[config.mk]
export PLATFORM = sky130hd
export DESIGN_NAME = shift_rx_8bit
export DESIGN_NICKNAME = d
export VERILOG_FILES = /design/src/rtl/shift_rx_8bit.sv
export SDC_FILE = /design/constraint.sdc
export NUM_CORES = 1
export LEC_CHECK = 0
export CORE_MARGIN = 2
export CORE_UTILIZATION = 42
export CTS_CLUSTER_SIZE = 24
export DETAILED_ROUTE_END_ITERATION = 12
export PLACE_DENSITY = 0.73
export SYNTH_ARGS = -nofsm -noshare
export SYNTH_HDL_FRONTEND = slang
export SYNTH_SLANG_ARGS = --single-unit
[constraint.sdc]
create_clock -name clk -period 1.15 [get_ports clk]
set_input_delay 0.115 -clock clk [delete_from_list [all_inputs] [get_ports clk]]
set_output_delay 0.115 -clock clk [all_outputs]
set_load 0.005 [all_outputs]
[src/rtl/shift_rx_8bit.sv]
// shift_rx_8bit: serial-in / parallel-out receiver that reassembles a strobed bit stream into words.
// Latency: the completed word is in p_out/p_valid the cycle after the edge that samples its last bit.
// Backpressure: one-word holding register (valid/ready); a word finishing while it is full and not
//   being drained is dropped and raises sticky overrun.
// Ports:
//   clk, rst_n           clock and synchronous active-low reset
//   s_in, s_valid        serial bit and its per-bit strobe
//   frame_clr            discard the partial word (wins over s_valid)
//   p_out, p_valid       holding register contents and its occupied flag
//   p_ready              consumer accepts p_out when p_valid & p_ready at an edge
//   busy, bit_cnt        partial-word status
//   overrun, ovr_clr     sticky word-dropped flag and its clear
module shift_rx_8bit #(
  parameter int WIDTH     = 8,
  parameter bit LSB_FIRST = 1'b1
) (
  input  logic                     clk,
  input  logic                     rst_n,
  input  logic                     s_in,
  input  logic                     s_valid,
  input  logic                     frame_clr,
  output logic [WIDTH-1:0]         p_out,
  output logic                     p_valid,
  input  logic                     p_ready,
  output logic                     busy,
  output logic [$clog2(WIDTH)-1:0] bit_cnt,
  output logic                     overrun,
  input  logic                     ovr_clr
);

  localparam int CW = $clog2(WIDTH);
  localparam logic [CW-1:0] LAST = CW'(WIDTH - 1);

  typedef enum logic {
    EMPTY = 1'b0,
    FULL  = 1'b1
  } state_t;

  state_t           state, state_nxt;
  logic [WIDTH-1:0] shreg;
  logic [WIDTH-1:0] word;
  logic             take;
  logic             done;
  logic             load;
  logic             drop;

  // A bit is accepted only when not being re-framed in the same cycle.
  assign take = s_valid & ~frame_clr;
  assign done = take & (bit_cnt == LAST);

  // Shift register contents after this cycle's bit; on completion this is the word itself.
  always_comb begin
    word = shreg;
    if (LSB_FIRST) begin
      word = {s_in, shreg[WIDTH-1:1]};
    end else begin
      word = {shreg[WIDTH-2:0], s_in};
    end
  end

  // Holding register control.
  always_comb begin
    state_nxt = state;
    load      = 1'b0;
    drop      = 1'b0;
    case (state)
      EMPTY: begin
        if (done) begin
          load      = 1'b1;
          state_nxt = FULL;
        end
      end
      FULL: begin
        if (done) begin
          // Drain and refill on the same edge keeps the register full without loss.
          if (p_ready) begin
            load = 1'b1;
          end else begin
            drop = 1'b1;
          end
        end else if (p_ready) begin
          state_nxt = EMPTY;
        end
      end
      default: state_nxt = EMPTY;
    endcase
  end

  always_ff @(posedge clk) begin
    if (!rst_n) begin
      state <= EMPTY;
    end else begin
      state <= state_nxt;
    end
  end

  always_ff @(posedge clk) begin
    if (!rst_n) begin
      shreg   <= '0;
      bit_cnt <= '0;
    end else if (frame_clr) begin
      shreg   <= '0;
      bit_cnt <= '0;
    end else if (s_valid) begin
      shreg   <= word;
      bit_cnt <= done ? '0 : bit_cnt + 1'b1;
    end
  end

  always_ff @(posedge clk) begin
    if (!rst_n) begin
      p_out <= '0;
    end else if (load) begin
      p_out <= word;
    end
  end

  // A drop on the same edge as a clear leaves the flag set.
  always_ff @(posedge clk) begin
    if (!rst_n) begin
      overrun <= 1'b0;
    end else if (drop) begin
      overrun <= 1'b1;
    end else if (ovr_clr) begin
      overrun <= 1'b0;
    end
  end

  assign p_valid = (state == FULL);
  assign busy    = (bit_cnt != '0);

endmodule
[After elaboration in Yosys (flattened, before gate mapping)]
Cells that the tools add are included.
Operators by class
  multiplexer cells: 12
  add/sub/neg operators: 1
  equal/unequal tests: 1
  bitwise operators: 5
  reductions and logical operators: 3
Operator list (number)
  1-bit two-way mux: 9
  1-bit one-hot mux with 2 select lines: 2
  3-bit by 1-bit adder with 3-bit output, second input constant: 1
  3-bit == test, second input constant: 1
  3-bit two-way mux: 1
  1-bit NOT: 3
  3-bit nonzero test: 1
  1-bit AND: 2
  2-bit nonzero test: 1
  2-bit OR reduction: 1
Storage, ports and cells
  flip-flop bits (word level): 21
  output and inout bits: 14

[Logic depth before layout (Yosys ltp)]
Gate-level depths: netlist of the first run.
  depth after elaboration: 6
  depth in mapped cells: 6
  depth with buffers taken out: 5

[Worst setup path before layout of the first run]
OpenSTA, ideal clock, no wires.
  path type: reg2reg
  from: reg bit_cnt[0]
  to: reg p_out[0]
  stages on the path, launching flop included: 7
  path slack: -0.132 ns
  clock period less this slack: 1.282 ns
  setup time: 0.072 ns
  data arrival time: 1.211 ns
  cells stage by stage: dfxtp_1 ha_1 ha_1 nand3b_4 nor2b_2 buf_6 mux2i_1
Between the ends
  cells in the longest elaborated chain, start to end: 4
  elaborated cells on any way between the ends: 5
  those cells by class: eq/ne (1); mux (3); bitwise (1)
RTL lines
  start, declared: line 26  | output logic [$clog2(WIDTH)-1:0] bit_cnt,
  start signal, assigned: line 106  | bit_cnt <= done ? '0 : bit_cnt + 1'b1;
  3-bit == test *: line 49  | assign done = take & (bit_cnt == LAST);
  1-bit AND *: line 49
  1-bit two-way mux, on equally long branches: line 74, 68
  1-bit one-hot mux with 2 select lines *: line 66  | case (state)
  end signal, assigned: line 114  | p_out <= word;
  end, declared: line 22  | output logic [WIDTH-1:0] p_out,
Mark *: on every way between the ends. The rest lies on a longest branch, timed or not.
A chain may end at the register's enable or synchronous reset.

[Worst setup path after layout of the first run]
Ends and elaborated chain as after synthesis.

==> results of run 1 <==
[worst max-delay path: stages (launching register included)]
cell and delay [ps]:
dfxtp_4 360, buf_6 90, ha_4 130, ha_4 120, nand3b_4 80, nor2b_4 130, buf_6 130, mux2i_1 180
[synthesized netlist by cell type]
cell	n
a21oi_1	2
a21boi_1	1
ha_1	3
nand3_1	2
nor2b_2	1
nand3b_4	1
nand2b_1	5
mux2i_1	16
nor2_1	8
dfxtp_1	20
buf_4	1
and2_1	1
buf_6	1
inv_1	3
nand2_1	16
buf_2	3
o22ai_1	1
[worst max-delay path by stage]
stage	startpoint	to	slack, ps	depth (start not counted)
after global placement	s_valid	p_out[1]$_SDFFE_PN0P_	-130	5
after CTS	bit_cnt[0]$_SDFFE_PP0P_	p_out[0]$_SDFFE_PN0P_	-170	7
after floorplan	bit_cnt[1]$_SDFFE_PP0P_	p_out[0]$_SDFFE_PN0P_	-40	6
after global routing	bit_cnt[1]$_SDFFE_PP0P_	p_out[1]$_SDFFE_PN0P_	-240	7
final	bit_cnt[0]$_SDFFE_PP0P_	p_out[0]$_SDFFE_PN0P_	-160	7
after detailed placement	s_valid	p_out[0]$_SDFFE_PN0P_	-140	5
[flip-flops by register name (all words and copies together) (netlist names)]
| register | cells |
|---|---|
| shreg | 7 |
| bit_cnt | 3 |
| p_valid | 1 |
| p_out | 8 |
| overrun | 1 |
[where the power goes]
group / switching (W) / total [W] / internal, W
sequential: 0.00000250 / 0.000692 / 0.000690
combinational: 0.0000426 / 0.000101 / 0.0000581
clock: 0.000195 / 0.000321 / 0.000126
total: 0.000240 / 0.00111 / 0.000874
[through the flow]
step | setup TNS (ps) | worst slack [ps] | total power [W]
CTS | -1800 | -170 | 0.00113
floorplan | -321 | -40.1 | 0.000755
detailed placement | -1990 | -144 | 0.000804
global route | -2440 | -237 | 0.00118
global placement | -1890 | -128 | 0.000803
finish | -1560 | -163 | 0.00111
[what timing repair did]
item                       CTS  global route
hold endpoints to repair     0             0
hold buffers                 0             0
setup buffers                6             1
resized for setup           38             8
setup endpoints to repair   25            16
pin swaps                    1             1
[cells by family after synthesis]
family / share of synthesized area (%)
AO/OA/AOI/OAI: 2.85
buffers and inverters: 5.41
flip-flops: 48.0
adder cells (fa/ha/maj): 4.50
multiplexers: 19.2
AND/OR/NAND/NOR: 20.0
[metal layers]
metal / routed length, µm / vias up
li1: - / 347
met1: 654 / 311
met2: 805 / 12
met3: 54 / 0
met4: 0 / 0
met5: 0 / -
[area by class of cell]
class | instances | area share [%]
multi-input combinational | 57 | 34.5
sequential | 20 | 33.8
timing repair buffer | 35 | 26.1
tap | 27 | 2.69
clock buffer | 3 | 1.79
inverter | 3 | 0.896
clock inverter | 1 | 0.299
==> impl_metrics.ini, run 1 <==
[worst_hold_path]
min_to = p_out[7]$_SDFFE_PN0P_
hold_start = s_in
hold_path.class = input pin to flip-flop
min_path_cells = 3

[clock_network]
clock-sinks = 20
clockRootBuffer = clkbuf_4
clkTransAtPathRegs_ps = 100
htreeDepth = 1
cts_tree = built
cts_buffers = 3
cts_max_path_buffers = 2
clk_latency_ps = 290

[timing]
min_period_over_period_pct = 114
worst_slack_ps = -163
fmax_mhz = 762
report.final.hold_viol_count = 0
skew_ps = 3.90
final_max_slew_viol_count = 0
period_needed_ps = 1310
max_slew_margin_pct = 88.5
rsz0062_at_grt = yes
worst-slew-pin-transition_ps = 173
whs_ps = 407
setup_viol = 12

[drt]
firstDrtPassIters = 3
vias = 670
drt-total-wl_mm = 1.51
antenna_left = 0
vias_per_cell = 4.59
drt_iter0_markers = 12
drc = 0
wire_per_inst_um = 10.4

[synthesis]
yosysUniqueCellTypes = 17
ys_seq_area_share_pct = 48.0
syn-cell-area_um2 = 833
yosys.area.top_type = dfxtp_1
synth_area_leaders = dfxtp_1, mux2i_1, nand2_1
yosysTopAreaCellShare_pct = 48.0
avgSynthCellArea_um2 = 9.80
ys_ff_latch = 20
ys_warn_count = 0
syn_nets = 95
synth_cells = 85

[placed_design]
placed_area_um2 = 1150
numPortBuffers = 20
dp_hpwl_mm = 1.06
placedCellCount = 136
place_congestion = 0.707

[critical_path]
worst_ep_required_time_ps = 1370
r2r-start = bit_cnt[0]$_SDFFE_PP0P_
endpoint_kind = flip-flop
path_max_fanout = 4
critPathArrivalTime_ps = 1540
worst_r2r_endpoint = p_out[0]$_SDFFE_PN0P_
crit_type = flip-flop to flip-flop
r2r_setup_slack_ps = -160
worstRegToRegCells = 7
startpoint_type = flip-flop

[global_routing]
use_met1_pct = 15.4
grt-ovfl-total = 0
grt_pass1_vias = 622
grt_pass1_wl_mm = 2.59
antenna_found_initial = 0
track_usage_pct = 13.9
globalRouteMet2Util_pct = 25.0
met3_usage_pct = 5.86
busiest_layer = met2
grt_max_degree = 19

[finish]
finalNonFillerCells = 146
final_core_util_pct = 65.4
final_cell_mix = mux2i_1, nand2_1, dlygate4sd2_1, dfxtp_2, buf_4
drive_above_1_share_pct = 35.3
fin_area_um2 = 1260
diodes = 0
nFillCells = 173
seqCellArea_um2 = 424
area_delta_synth_final_pct = 50.8
nNetsFinal = 130
multiInputGateArea_um2 = 433

[floorplanning]
placementRows = 16
core_um2 = 1920
die-area_um2 = 2360
die_w_um = 48.5
die_h_um = 48.5
io_pins = 21
start_util_pct = 43.4

[power_and_ir_drop]
vdd_drop_max_mv = 0.895
powerDensity_nw_per_um2 = 887
leakage_nw = 0.568

[run_status]
violations = negative setup slack
status = finished with violations

[flow_run]
drv_cap = 0
(Power assumes the default switching activity.)
==> run 2, diff against run 1 <==
--- a/config.mk
+++ b/config.mk
@@ -6,10 +6,10 @@
 export NUM_CORES = 1
 export LEC_CHECK = 0
 export CORE_MARGIN = 2
-export CORE_UTILIZATION = 42
+export CORE_UTILIZATION = 40
 export CTS_CLUSTER_SIZE = 24
 export DETAILED_ROUTE_END_ITERATION = 12
-export PLACE_DENSITY = 0.73
+export PLACE_DENSITY = 0.7
 export SYNTH_ARGS = -nofsm -noshare
 export SYNTH_HDL_FRONTEND = slang
 export SYNTH_SLANG_ARGS = --single-unit
==> run 2 against run 1 <==
The flow still finishes with violations (negative setup slack). Clock power grew 4%. Largest power group unchanged. Die area grew 4.6%. Count of clock-buffer cells in the layout grew 1. Cell count shrank 1.4%. Non-clock buffer count shrank 2. Total power grew 0.88%. Maximum frequency shrank 2.8%.
==> impl_metrics.ini, run 2 (synthesis results as in run 1) <==
[critical_path]
endpoint_kind = flip-flop
path_max_fanout = 4
critPathArrivalTime_ps = 1570
worst_ep_required_time_ps = 1370
startpoint_type = flip-flop
crit_type = flip-flop to flip-flop

[floorplanning]
io_pins = 21
die_w_um = 49.6
die-area_um2 = 2460
die_h_um = 49.6
core_um2 = 1960
placementRows = 16
start_util_pct = 42.5

[timing]
fmax_mhz = 740
rsz0062_at_grt = yes
skew_ps = 2.95
min_period_over_period_pct = 117
setup_viol = 14
worst_slack_ps = -201
whs_ps = 414
final_max_slew_viol_count = 0
period_needed_ps = 1350
report.final.hold_viol_count = 0
worst-slew-pin-transition_ps = 406
max_slew_margin_pct = 72.9

[clock_network]
cts_tree = built
clockRootBuffer = clkbuf_4
cts_max_path_buffers = 2
cts_buffers = 3
clkTransAtPathRegs_ps = 100
htreeDepth = 1
cts_hold_buf = 0
clk_latency_ps = 300
clock-sinks = 20

[finish]
drive_above_1_share_pct = 30.8
largest_reg_flops = 8
final_cell_mix = mux2i_1, nand2_1, dfxtp_1, buf_4
top_register = p_out
final_core_util_pct = 62.5
reg.largest.list = p_out x8, shreg x7, bit_cnt x3
fin_area_um2 = 1230
finalNonFillerCells = 144
area_delta_synth_final_pct = 47.1
diodes = 0
nNetsFinal = 128

[run_status]
status = finished with violations
violations = negative setup slack

[global_routing]
grt_pass1_vias = 658
grt-ovfl-total = 0
grt_pass1_wl_mm = 2.85
track_usage_pct = 15.4
grt_max_degree = 13
antenna_found_initial = 0

[drt]
drt-total-wl_mm = 1.80
met1Wirelength_um = 737
wl_met2_um = 977
vias_per_cell = 4.69
firstDrtPassIters = 5
vias = 676
antenna_left = 0
wire_per_inst_um = 12.5
dr_wl_met3_um = 85
drt_iter0_markers = 5
highest_layer = met3
drc = 0

[placed_design]
place_congestion = 0.733
dp_hpwl_mm = 1.14
placed_area_um2 = 1140
numPortBuffers = 20
placedCellCount = 137
place_ws_ps = -162

[power_and_ir_drop]
powerDensity_nw_per_um2 = 917
vdd_drop_max_mv = 0.940
leakage_nw = 0.561

[flow_run]
drv_cap = 0

[worst_hold_path]
hold_path.class = input pin to flip-flop
[run 2: changes by cell type in the layout (fill, tap and decap cells not counted), sizes merged]
cell,before,now
buf,18,15
dlygate4sd2,10,8
clkbuf,3,4
clkdlybuf4s15,0,1
clkdlybuf4s50,6,7
clkinv,1,0
dlymetal6s2s,1,2
[run 2: final timing paths]
check | from | slack [ps] | cells after the start | to
setup / recovery | bit_cnt[1]$_SDFFE_PP0P_ | -200 | 7 | bit_cnt[2]$_SDFFE_PP0P_
hold / removal | s_in | 410 | 3 | p_out[7]$_SDFFE_PN0P_
setup reg to reg | bit_cnt[1]$_SDFFE_PP0P_ | -200 | 7 | bit_cnt[2]$_SDFFE_PP0P_
hold reg to reg | p_out[4]$_SDFFE_PN0P_ | 460 | 2 | p_out[4]$_SDFFE_PN0P_
[run 2: layout make-up]
| class | count | area (µm²) |
|---|---|---|
| fill | 170 | 736 |
| multi-input combinational | 57 | 433 |
| sequential | 20 | 418 |
| timing repair buffer | 33 | 304 |
| tap | 27 | 33.8 |
| clock buffer | 4 | 26.3 |
| inverter | 3 | 11.3 |
[run 2: per-layer routing]
| layer | global-route usage [%] | up-vias |
|---|---|---|
| met5 | 0 | - |
| met2 | 28.7 | 15 |
| met4 | 4.17 | 0 |
| met3 | 6.67 | 0 |
| met1 | 15.5 | 318 |
| li1 | - | 343 |
[run 2: through the flow]
stage	total power [W]	setup TNS [ps]
after floorplan	0.000755	-321
after global placement	0.000797	-2030
after detailed placement	0.000798	-2460
after CTS	0.00113	-2200
after global routing	0.00119	-3000
final	0.00112	-2020
[run 2: critical path, stage by stage (launching register included)]
cell	delay (ps)
dfxtp_4	360
buf_6	120
ha_4	150
ha_4	160
nand3b_4	80
buf_4	140
nand3_1	120
a21oi_2	160
[run 2: report_power, final]
part	leakage [nW]	switching (W)	total [W]	internal (W)
sequential	0.167	0.00000272	0.000695	0.000692
clock	0.0150	0.000200	0.000335	0.000135
combinational	0.379	0.0000429	0.0000938	0.0000510
total	0.561	0.000246	0.00112	0.000878
[run 2: repair_timing]
| item | CTS | global route |
|---|---|---|
| pin swaps | 0 | 2 |
| resized for setup | 29 | 9 |
| hold endpoints to repair | 0 | 0 |
| setup buffers | 3 | 1 |
| setup endpoints to repair | 25 | 19 |
